==> src/rtl/mux_en_sync_rx_pkg.sv <==
// Shared definitions for the mux-enable synchronizer receiver.
//   state_t            : per-channel handshake state
//   MIN_/MAX_STAGES    : legal range for the req synchronizer depth
//   stages_legal()     : range check used at elaboration
package mux_en_sync_pkg;

  typedef enum logic {
    IDLE = 1'b0,
    HOLD = 1'b1
  } state_t;

  localparam int MIN_STAGES = 2;
  localparam int MAX_STAGES = 4;

  function automatic bit stages_legal(input int stages);
    return (stages >= MIN_STAGES) && (stages <= MAX_STAGES);
  endfunction

endpackage

==> src/rtl/mux_en_sync_rx_ch.sv <==
// One receive channel: req synchronizer, toggle edge detect, handshake FSM,
// mux-enable holding register, ack toggle flop and sticky overrun flag.
// Ports:
//   clk, rst        : destination clock, synchronous active-high reset
//   async_req       : req toggle from source domain (asynchronous)
//   async_data      : quasi-static source data, captured only on req edge
//   async_ack       : ack toggle back to source, registered
//   dout_valid/data : held word and its valid flag
//   dout_ready      : consumer accept
//   err, err_clr    : sticky overrun flag and its clear
//
// state | meaning
// ------+-------------------------------------------------------------
// IDLE  | no word held; waiting for a req toggle
// HOLD  | word held and presented; waiting for dout_ready
module mux_en_sync_rx_ch
  import mux_en_sync_pkg::*;
#(
  parameter int WIDTH  = 8,
  parameter int STAGES = 2
) (
  input  logic             clk,
  input  logic             rst,
  input  logic             async_req,
  input  logic [WIDTH-1:0] async_data,
  output logic             async_ack,
  output logic             dout_valid,
  output logic [WIDTH-1:0] dout_data,
  input  logic             dout_ready,
  output logic             err,
  input  logic             err_clr
);

  if (!stages_legal(STAGES)) begin : g_bad_stages
    $error("mux_en_sync_rx_ch: STAGES must lie between MIN_STAGES and MAX_STAGES");
  end

  logic [STAGES-1:0] sync_q;
  logic              req_d;
  logic              req_s;
  logic              req_edge;
  state_t            state;

  assign req_s    = sync_q[STAGES-1];
  assign req_edge = req_s ^ req_d;

  always_ff @(posedge clk) begin
    if (rst) begin
      sync_q     <= '0;
      req_d      <= 1'b0;
      state      <= IDLE;
      async_ack  <= 1'b0;
      dout_valid <= 1'b0;
      dout_data  <= '0;
      err        <= 1'b0;
    end else begin
      sync_q <= {sync_q[STAGES-2:0], async_req};
      req_d  <= req_s;

      unique case (state)
        IDLE: begin
          // async_data is stable while the toggle is in flight, so the
          // edge-qualified load is the only crossing point for the bus.
          if (req_edge) begin
            dout_data  <= async_data;
            dout_valid <= 1'b1;
            state      <= HOLD;
          end
        end
        HOLD: begin
          if (dout_ready) begin
            dout_valid <= 1'b0;
            async_ack  <= ~async_ack;
            state      <= IDLE;
          end
        end
        default: state <= IDLE;
      endcase

      // A new request while a word is still held is an overrun; it is never
      // captured, and the set takes priority over a same-cycle clear.
      if ((state == HOLD) && req_edge) begin
        err <= 1'b1;
      end else if (err_clr) begin
        err <= 1'b0;
      end
    end
  end

endmodule

==> src/rtl/mux_en_sync_rx.sv <==
// Multi-channel destination-domain receiver for toggle req/ack mux-enable
// data crossings. Each channel is an independent mux_en_sync_rx_ch.
// Ports:
//   clk, rst    : destination clock, synchronous active-high reset
//   async_req   : [CHANNELS] req toggles from the source domain
//   async_data  : [CHANNELS*WIDTH] source data, channel c at [c*WIDTH +: WIDTH]
//   async_ack   : [CHANNELS] registered ack toggles to the source domain
//   dout_valid  : [CHANNELS] held word available
//   dout_data   : [CHANNELS*WIDTH] held words, same packing as async_data
//   dout_ready  : [CHANNELS] consumer accepts word
//   err         : [CHANNELS] sticky overrun flags
//   err_clr     : clears all err bits
module mux_en_sync_rx
  import mux_en_sync_pkg::*;
#(
  parameter int WIDTH    = 8,
  parameter int CHANNELS = 2,
  parameter int STAGES   = 2
) (
  input  logic                      clk,
  input  logic                      rst,
  input  logic [CHANNELS-1:0]       async_req,
  input  logic [CHANNELS*WIDTH-1:0] async_data,
  output logic [CHANNELS-1:0]       async_ack,
  output logic [CHANNELS-1:0]       dout_valid,
  output logic [CHANNELS*WIDTH-1:0] dout_data,
  input  logic [CHANNELS-1:0]       dout_ready,
  output logic [CHANNELS-1:0]       err,
  input  logic                      err_clr
);

  for (genvar c = 0; c < CHANNELS; c++) begin : g_ch
    mux_en_sync_rx_ch #(
      .WIDTH  (WIDTH),
      .STAGES (STAGES)
    ) u_ch (
      .clk        (clk),
      .rst        (rst),
      .async_req  (async_req[c]),
      .async_data (async_data[c*WIDTH +: WIDTH]),
      .async_ack  (async_ack[c]),
      .dout_valid (dout_valid[c]),
      .dout_data  (dout_data[c*WIDTH +: WIDTH]),
      .dout_ready (dout_ready[c]),
      .err        (err[c]),
      .err_clr    (err_clr)
    );
  end

endmodule

==> config.mk <==
export PLATFORM = sky130hd
export DESIGN_NAME = mux_en_sync_rx
export DESIGN_NICKNAME = d
export VERILOG_FILES = /design/src/rtl/mux_en_sync_rx_pkg.sv /design/src/rtl/mux_en_sync_rx_ch.sv /design/src/rtl/mux_en_sync_rx.sv
export SDC_FILE = /design/constraint.sdc
export NUM_CORES = 1
export LEC_CHECK = 0
export ABC_AREA = 0
export CORE_ASPECT_RATIO = 0.5
export CORE_MARGIN = 4
export CORE_UTILIZATION = 47
export DETAILED_ROUTE_END_ITERATION = 8
export PLACE_DENSITY = 0.88
export SLEW_MARGIN = 10
export SYNTH_ARGS = -nofsm -noshare
export SYNTH_HDL_FRONTEND = slang
export SYNTH_SLANG_ARGS = --single-unit
==> constraint.sdc <==
create_clock -name clk -period 2.21 [get_ports clk]
set_clock_uncertainty 0.15 [all_clocks]
set_input_delay 0.442 -clock clk [delete_from_list [all_inputs] [get_ports clk]]
set_output_delay 0.442 -clock clk [all_outputs]
set_load 0.005 [all_outputs]
==> impl_metrics.env, run 1 <==
export IMPL_setup_violations=0
export IMPL_max_cap_violations=0
export IMPL_nFillCells=195
export IMPL_power_uw=1140
export IMPL_numClockSinks=30
export IMPL_core_sq_mm=0.00236
export IMPL_critPathSlowestCell="clkdlybuf4s50_1"
export IMPL_rsz0062_at_grt="false"
export IMPL_start_util=0.524
export IMPL_cp_required_ns=1.62
export IMPL_cts_setup_buffers=0
export IMPL_wl_per_cell_microns=11.8
export IMPL_die_x_microns=80.5
export IMPL_fin_area_sq_mm=0.00173
export IMPL_peakVddDrop_mv=0.511
export IMPL_antenna_found_initial=0
export IMPL_stdcell_count=197
export IMPL_ys_warn_count=0
export IMPL_power_frac_seq=0.511
export IMPL_cpLargestDelayFamily="buffers and inverters"
export IMPL_layout_commonest_cell="clkdlybuf4s50_1"
export IMPL_place_ws_ns=0.543
export IMPL_place_congestion=0.694
export IMPL_max_stage_delay_ns=0.52
export IMPL_wirelength_microns=2320
export IMPL_startpoint="g_ch[1].u_ch.dout_data[5]"
export IMPL_min_delay_start="g_ch[0].u_ch.sync_q[0]"
export IMPL_root_buffer="clkbuf_8"
export IMPL_tns_ns=0
export IMPL_cellPowerDensity_mw_per_mm2=661
export IMPL_grt_overflow=0
export IMPL_synth_xor_area_frac=0.0283
export IMPL_htreeDepth=2
export IMPL_regToRegStartpoint="g_ch[1].u_ch.sync_q[1]"
export IMPL_timing_worst_setup_path_type="flop to output port"
export IMPL_slew_violations=0
export IMPL_p_sw_uw=258
export IMPL_internal_power_uw=886
export IMPL_layout_nets=185
export IMPL_synth_top_family_by_area="simple AND/OR/NAND/NOR gates"
export IMPL_drive_gt1_frac=0.0494
export IMPL_end_kind="output port"
export IMPL_tightest_slew_ns=0.474
export IMPL_p_leak_uw=0.000649
export IMPL_synth_compound_area_frac=0.0283
export IMPL_multi_input_area_sq_um=548
export IMPL_grt_max_degree=47
export IMPL_worstHoldPathType="flop to flop"
export IMPL_path_depth=1
export IMPL_grt_first_pass_wirelength_microns=3730
export IMPL_ff2ff_path_depth=3
export IMPL_clkTransAtPathRegs_ns=0.06
export IMPL_r2r_end="g_ch[1].u_ch.dout_data[2]"
export IMPL_synthMuxAreaShare=0.130
export IMPL_die_y_microns=44.3
export IMPL_clockBufferDepth=2
export IMPL_vias_per_cell=4.42
export IMPL_combPwrFrac=0.140
export IMPL_drt_initial_drc_count=27
export IMPL_mostFrequentLayoutCells="clkdlybuf4s50_1, nand2b_1, dfxtp_1, mux2i_1, nor2b_1"
export IMPL_ys_ff_latch=30
export IMPL_cts_made_buffers=5
export IMPL_cp_cell_sequence="clkdlybuf4s50_1"
export IMPL_crit_arrival_ns=1.14
export IMPL_vias=871
export IMPL_fmax_ghz=0.578
export IMPL_dieArea_sq_mm=0.00356
export IMPL_timing_final_ws_setup_ns=0.478
export IMPL_cts_tree="done"
export IMPL_dp_cells=190
export IMPL_seqCellArea_sq_um=601
export IMPL_io_pins=45
export IMPL_synth_adder_area_share=0
export IMPL_p_clk_frac=0.349
export IMPL_synth_seq_area_share=0.486
export IMPL_first_global_vias=844
export IMPL_crit_fanout=2
export IMPL_place_area_sq_mm=0.00165
export IMPL_syn_area_per_cell_sq_um=10.1
export IMPL_final_hold_viol_count=0
export IMPL_syn_to_final_growth_pct=40.1
export IMPL_portBuffers=44
export IMPL_reg2reg_slack_ns=0.67
export IMPL_grtUsageTotal=0.146
export IMPL_sw_frac_of_total=0.226
export IMPL_synthCells=123
export IMPL_place_hpwl_microns=1690
export IMPL_fin_crit_sh=0.784
export IMPL_drcViolationCount=0
export IMPL_cp_endpoint="dout_data[13]"
export IMPL_start_kind="flop"
export IMPL_status="completed"
export IMPL_yosys_cell_types_count=15
export IMPL_antenna_cells=0
export IMPL_final_antenna_net_count=0
export IMPL_syn_num_nets=146
export IMPL_cts_resized_gates=0
export IMPL_clock_latency_ns=0.27
export IMPL_cts_hold_buf=0
export IMPL_maxSlewHeadroom=0.684
export IMPL_netlist_area_sq_mm=0.00124
export IMPL_timing_critical_path_buf_inv=1
export IMPL_post_route_min_period_ns=1.73
export IMPL_num_rows=12
export IMPL_synthSimpleGateAreaFrac=0.257
export IMPL_dr_pass1_iters=4
## cell type report
cell class              instances  area share
flip-flops and latches         30       0.347
well taps                      35      0.0253
repair buffers                 45       0.266
clock buffers                   5      0.0397
clock inverters                 2     0.00578
multi-input cells              80       0.316
## per-layer routing
layer  GRT usage  part of all wire  vias to the layer above
met4       0.101             0.029                        0
met2       0.255              0.49                       20
li1            -                 -                      462
met5           0                 0                        -
met3      0.0630             0.057                        5
met1       0.145              0.42                      384
## metrics by stage
| step | hold slack, ns | utilization |
|---|---|---|
| 5_1_grt | 0.310 | 0.735 |
| 4_1_cts | 0.287 | 0.735 |
| 3_5_place_dp | 0.272 | 0.701 |
| 2_1_floorplan | 0.264 | - |
| 6_report | 0.284 | 0.735 |
| 3_3_place_gp | 0.269 | 0.701 |
## how the worst min path moves through the flow
stage | endpoint | slack, ns | depth (start not counted)
after floorplan | g_ch[0].u_ch.sync_q[1] | 0.26 | 1
after global placement | g_ch[0].u_ch.sync_q[1] | 0.27 | 1
after detailed placement | g_ch[0].u_ch.sync_q[1] | 0.27 | 1
after CTS | g_ch[0].u_ch.sync_q[1] | 0.29 | 1
after global routing | g_ch[1].u_ch.sync_q[1] | 0.31 | 1
final | g_ch[0].u_ch.sync_q[1] | 0.28 | 1
## cells in the mapped netlist
cell type / number / area, sq um
dfxtp_1: 30 / 601
nand2_1: 4 / 15.0
nand2b_1: 32 / 200
nor2_1: 6 / 22.5
or2b_1: 2 / 15.0
and2b_1: 2 / 15.0
buf_2: 1 / 5.00
buf_6: 2 / 22.5
xor2_1: 4 / 35.0
a211oi_1: 2 / 15.0
a21oi_1: 4 / 20.0
nor2b_1: 8 / 50.1
buf_4: 6 / 45.0
clkbuf_1: 4 / 15.0
mux2i_1: 16 / 160
## sequential cells by signal, indices dropped and copies added, names as in the netlist
register / count
g_ch.u_ch.err: 2
g_ch.u_ch.dout_valid: 2
g_ch.u_ch.dout_data: 16
g_ch.u_ch.sync_q: 4
g_ch.u_ch.req_d: 2
g_ch.u_ch.state: 2
g_ch.u_ch.async_ack: 2
## cell families (layout without fill, tap and decap cells)
kind of cell / after synthesis / after routing
AO/OA/AOI/OAI: 6 / 6
XOR/XNOR: 4 / 4
buffers and inverters: 13 / 52
flip-flops: 30 / 30
multiplexers: 16 / 16
AND/OR/NAND/NOR: 54 / 54
## power groups by stage
stage	logic, uW	clock network (uW)	registers, uW
floorplan	80.2	0	596
CTS	162	417	585
detailed placement	162	0	597
global route	173	444	588
finish	160	400	585
global placement	158	0	595
(Power assumes the default switching activity.)
==> run 2, diff against run 1 <==
CORE_UTILIZATION = 39   (was 47)
PLACE_DENSITY = 0.78   (was 0.88)
clock period = 1.5 ns   (was 2.21 ns; I/O delays follow)
==> run 2 against run 1 <==
Net effect:
- hold slack improved by 0.014 ns
- combinational power increased by 47%
- largest power group unchanged
- wire length grew 1.2%
- core utilization is 15 points lower
- first-iteration DRC count is 11% lower
- sequential share of layout area fell by 0.57 points
- non-clock buffer count increased by 4
- sequential power is 47% higher
- sequential cell count is the same
- via count up 2.2%
- die area rose by 18%
==> impl_metrics.env, run 2 (synthesized netlist as in run 1, its figures left out) <==
export IMPL_die_y_microns=47.8
export IMPL_max_cap_violations=0
export IMPL_timing_final_ws_setup_ns=0.189
export IMPL_cp_required_ns=1.05
export IMPL_drt_initial_drc_count=24
export IMPL_cp_cell_sequence="dlygate4sd2_1"
export IMPL_portBuffers=44
export IMPL_regToRegStartpoint="g_ch[0].u_ch.sync_q[1]"
export IMPL_die_x_microns=87.6
export IMPL_cts_tree="done"
export IMPL_largest_reg_flops=16
export IMPL_first_global_vias=826
export IMPL_io_pins=45
export IMPL_vias_per_cell=4.32
export IMPL_antenna_cells=0
export IMPL_root_buffer="clkbuf_8"
export IMPL_crit_fanout=2
export IMPL_r2r_end="g_ch[0].u_ch.dout_data[4]"
export IMPL_start_kind="flop"
export IMPL_max_stage_delay_ns=0.32
export IMPL_wl_per_cell_microns=11.4
export IMPL_place_ws_ns=0.0169
export IMPL_start_util=0.410
export IMPL_place_hpwl_microns=1660
export IMPL_p_leak_uw=0.000769
export IMPL_hold_end="g_ch[1].u_ch.sync_q[1]"
export IMPL_crit_arrival_ns=0.86
export IMPL_num_rows=14
export IMPL_numClockSinks=30
export IMPL_regMostFlops="g_ch.u_ch.dout_data"
export IMPL_cts_hold_buf=0
export IMPL_tns_ns=0
export IMPL_drive_gt1_frac=0.0663
export IMPL_clock_latency_ns=0.28
export IMPL_timing_critical_path_buf_inv=1
export IMPL_power_uw=1690
export IMPL_final_antenna_net_count=0
export IMPL_worstHoldPathType="flop to flop"
export IMPL_clockBufferDepth=2
export IMPL_maxSlewHeadroom=0.868
export IMPL_cellPowerDensity_mw_per_mm2=957
export IMPL_critPathSlowestCell="dfxtp_1"
export IMPL_grt_max_degree=47
export IMPL_htreeDepth=2
export IMPL_status="completed"
export IMPL_fmax_ghz=0.763
export IMPL_ff2ff_path_depth=4
export IMPL_peakVddDrop_mv=0.406
export IMPL_drcViolationCount=0
export IMPL_min_delay_start="g_ch[1].u_ch.sync_q[0]"
export IMPL_syn_to_final_growth_pct=42.7
export IMPL_cpLargestDelayFamily="flip-flops"
export IMPL_vias=890
export IMPL_place_congestion=0.656
export IMPL_timing_worst_setup_path_type="flop to output port"
export IMPL_seqCellArea_sq_um=602
export IMPL_grt_overflow=0
export IMPL_tightest_slew_ns=0.197
export IMPL_post_route_min_period_ns=1.31
export IMPL_cts_made_buffers=5
export IMPL_rsz0062_at_grt="false"
export IMPL_multi_input_area_sq_um=548
export IMPL_core_sq_mm=0.00301
export IMPL_layout_commonest_cell="nand2b_1"
export IMPL_nFillCells=284
export IMPL_grtUsageTotal=0.124
export IMPL_slew_violations=0
export IMPL_dieArea_sq_mm=0.00419
export IMPL_reg_top3="g_ch.u_ch.dout_data: 16 flops, g_ch.u_ch.sync_q: 4 flops"
export IMPL_reg2reg_slack_ns=0.25
export IMPL_dr_pass1_iters=2
export IMPL_final_hold_viol_count=0
export IMPL_clkTransAtPathRegs_ns=0.06
export IMPL_layout_nets=189
export IMPL_mostFrequentLayoutCells="nand2b_1, dfxtp_1, clkdlybuf4s50_1, dlygate4sd2_1, mux2i_1"
export IMPL_setup_violations=0
export IMPL_end_kind="output port"
export IMPL_min_path_cells=1
export IMPL_antenna_found_initial=0
export IMPL_grt_first_pass_wirelength_microns=3710
export IMPL_wirelength_microns=2350
export IMPL_fin_crit_sh=0.874
[run 2: report_power, final]
part	switching [uW]	internal, uW
sequential	21.6	839
clock	273	318
combinational	81.7	155
[run 2: per-stage QoR]
stage                     area (sq um)  instances  utilization  hold WS (ns)
after CTS                         1760        206        0.586         0.297
after floorplan                   1240        123            -         0.249
after global placement            1710        199        0.569         0.274
final                             1760        206        0.586         0.298
after detailed placement          1710        199        0.569         0.278
after global routing              1760        206        0.586         0.305
[run 2: metal layers]
layer  vias up  track usage  wire, microns
met5         -            0              0
met3         4       0.0567            116
met1       397        0.143           1030
met4         0       0.0734             37
met2        19        0.195           1160
li1        470            -              -
[run 2: worst max path at each step]
stage,start,endpoint,slack (ns),depth (start not counted)
after CTS,g_ch[1].u_ch.dout_data[4],dout_data[12],0.17,1
after detailed placement,rst,g_ch[1].u_ch.dout_data[3],0.02,4
after global placement,rst,g_ch[0].u_ch.dout_data[4],0.04,4
final,g_ch[1].u_ch.dout_data[4],dout_data[12],0.19,1
after floorplan,g_ch[0].u_ch.sync_q[1],g_ch[0].u_ch.dout_data[0],0.29,4
after global routing,g_ch[0].u_ch.sync_q[1],g_ch[0].u_ch.dout_data[6],0.14,4
[run 2: timing repair]
item	in CTS	in global routing
hold endpoints to repair	0	0
endpoints found under the setup margin	22	0
gates resized for setup	23	0
setup buffers	0	0
[run 2: final cells by class]
type,count,area share
clock buffers,7,0.0433
repair buffers,49,0.277
multi-input cells,80,0.311
flip-flops and latches,30,0.341
well taps,40,0.0284
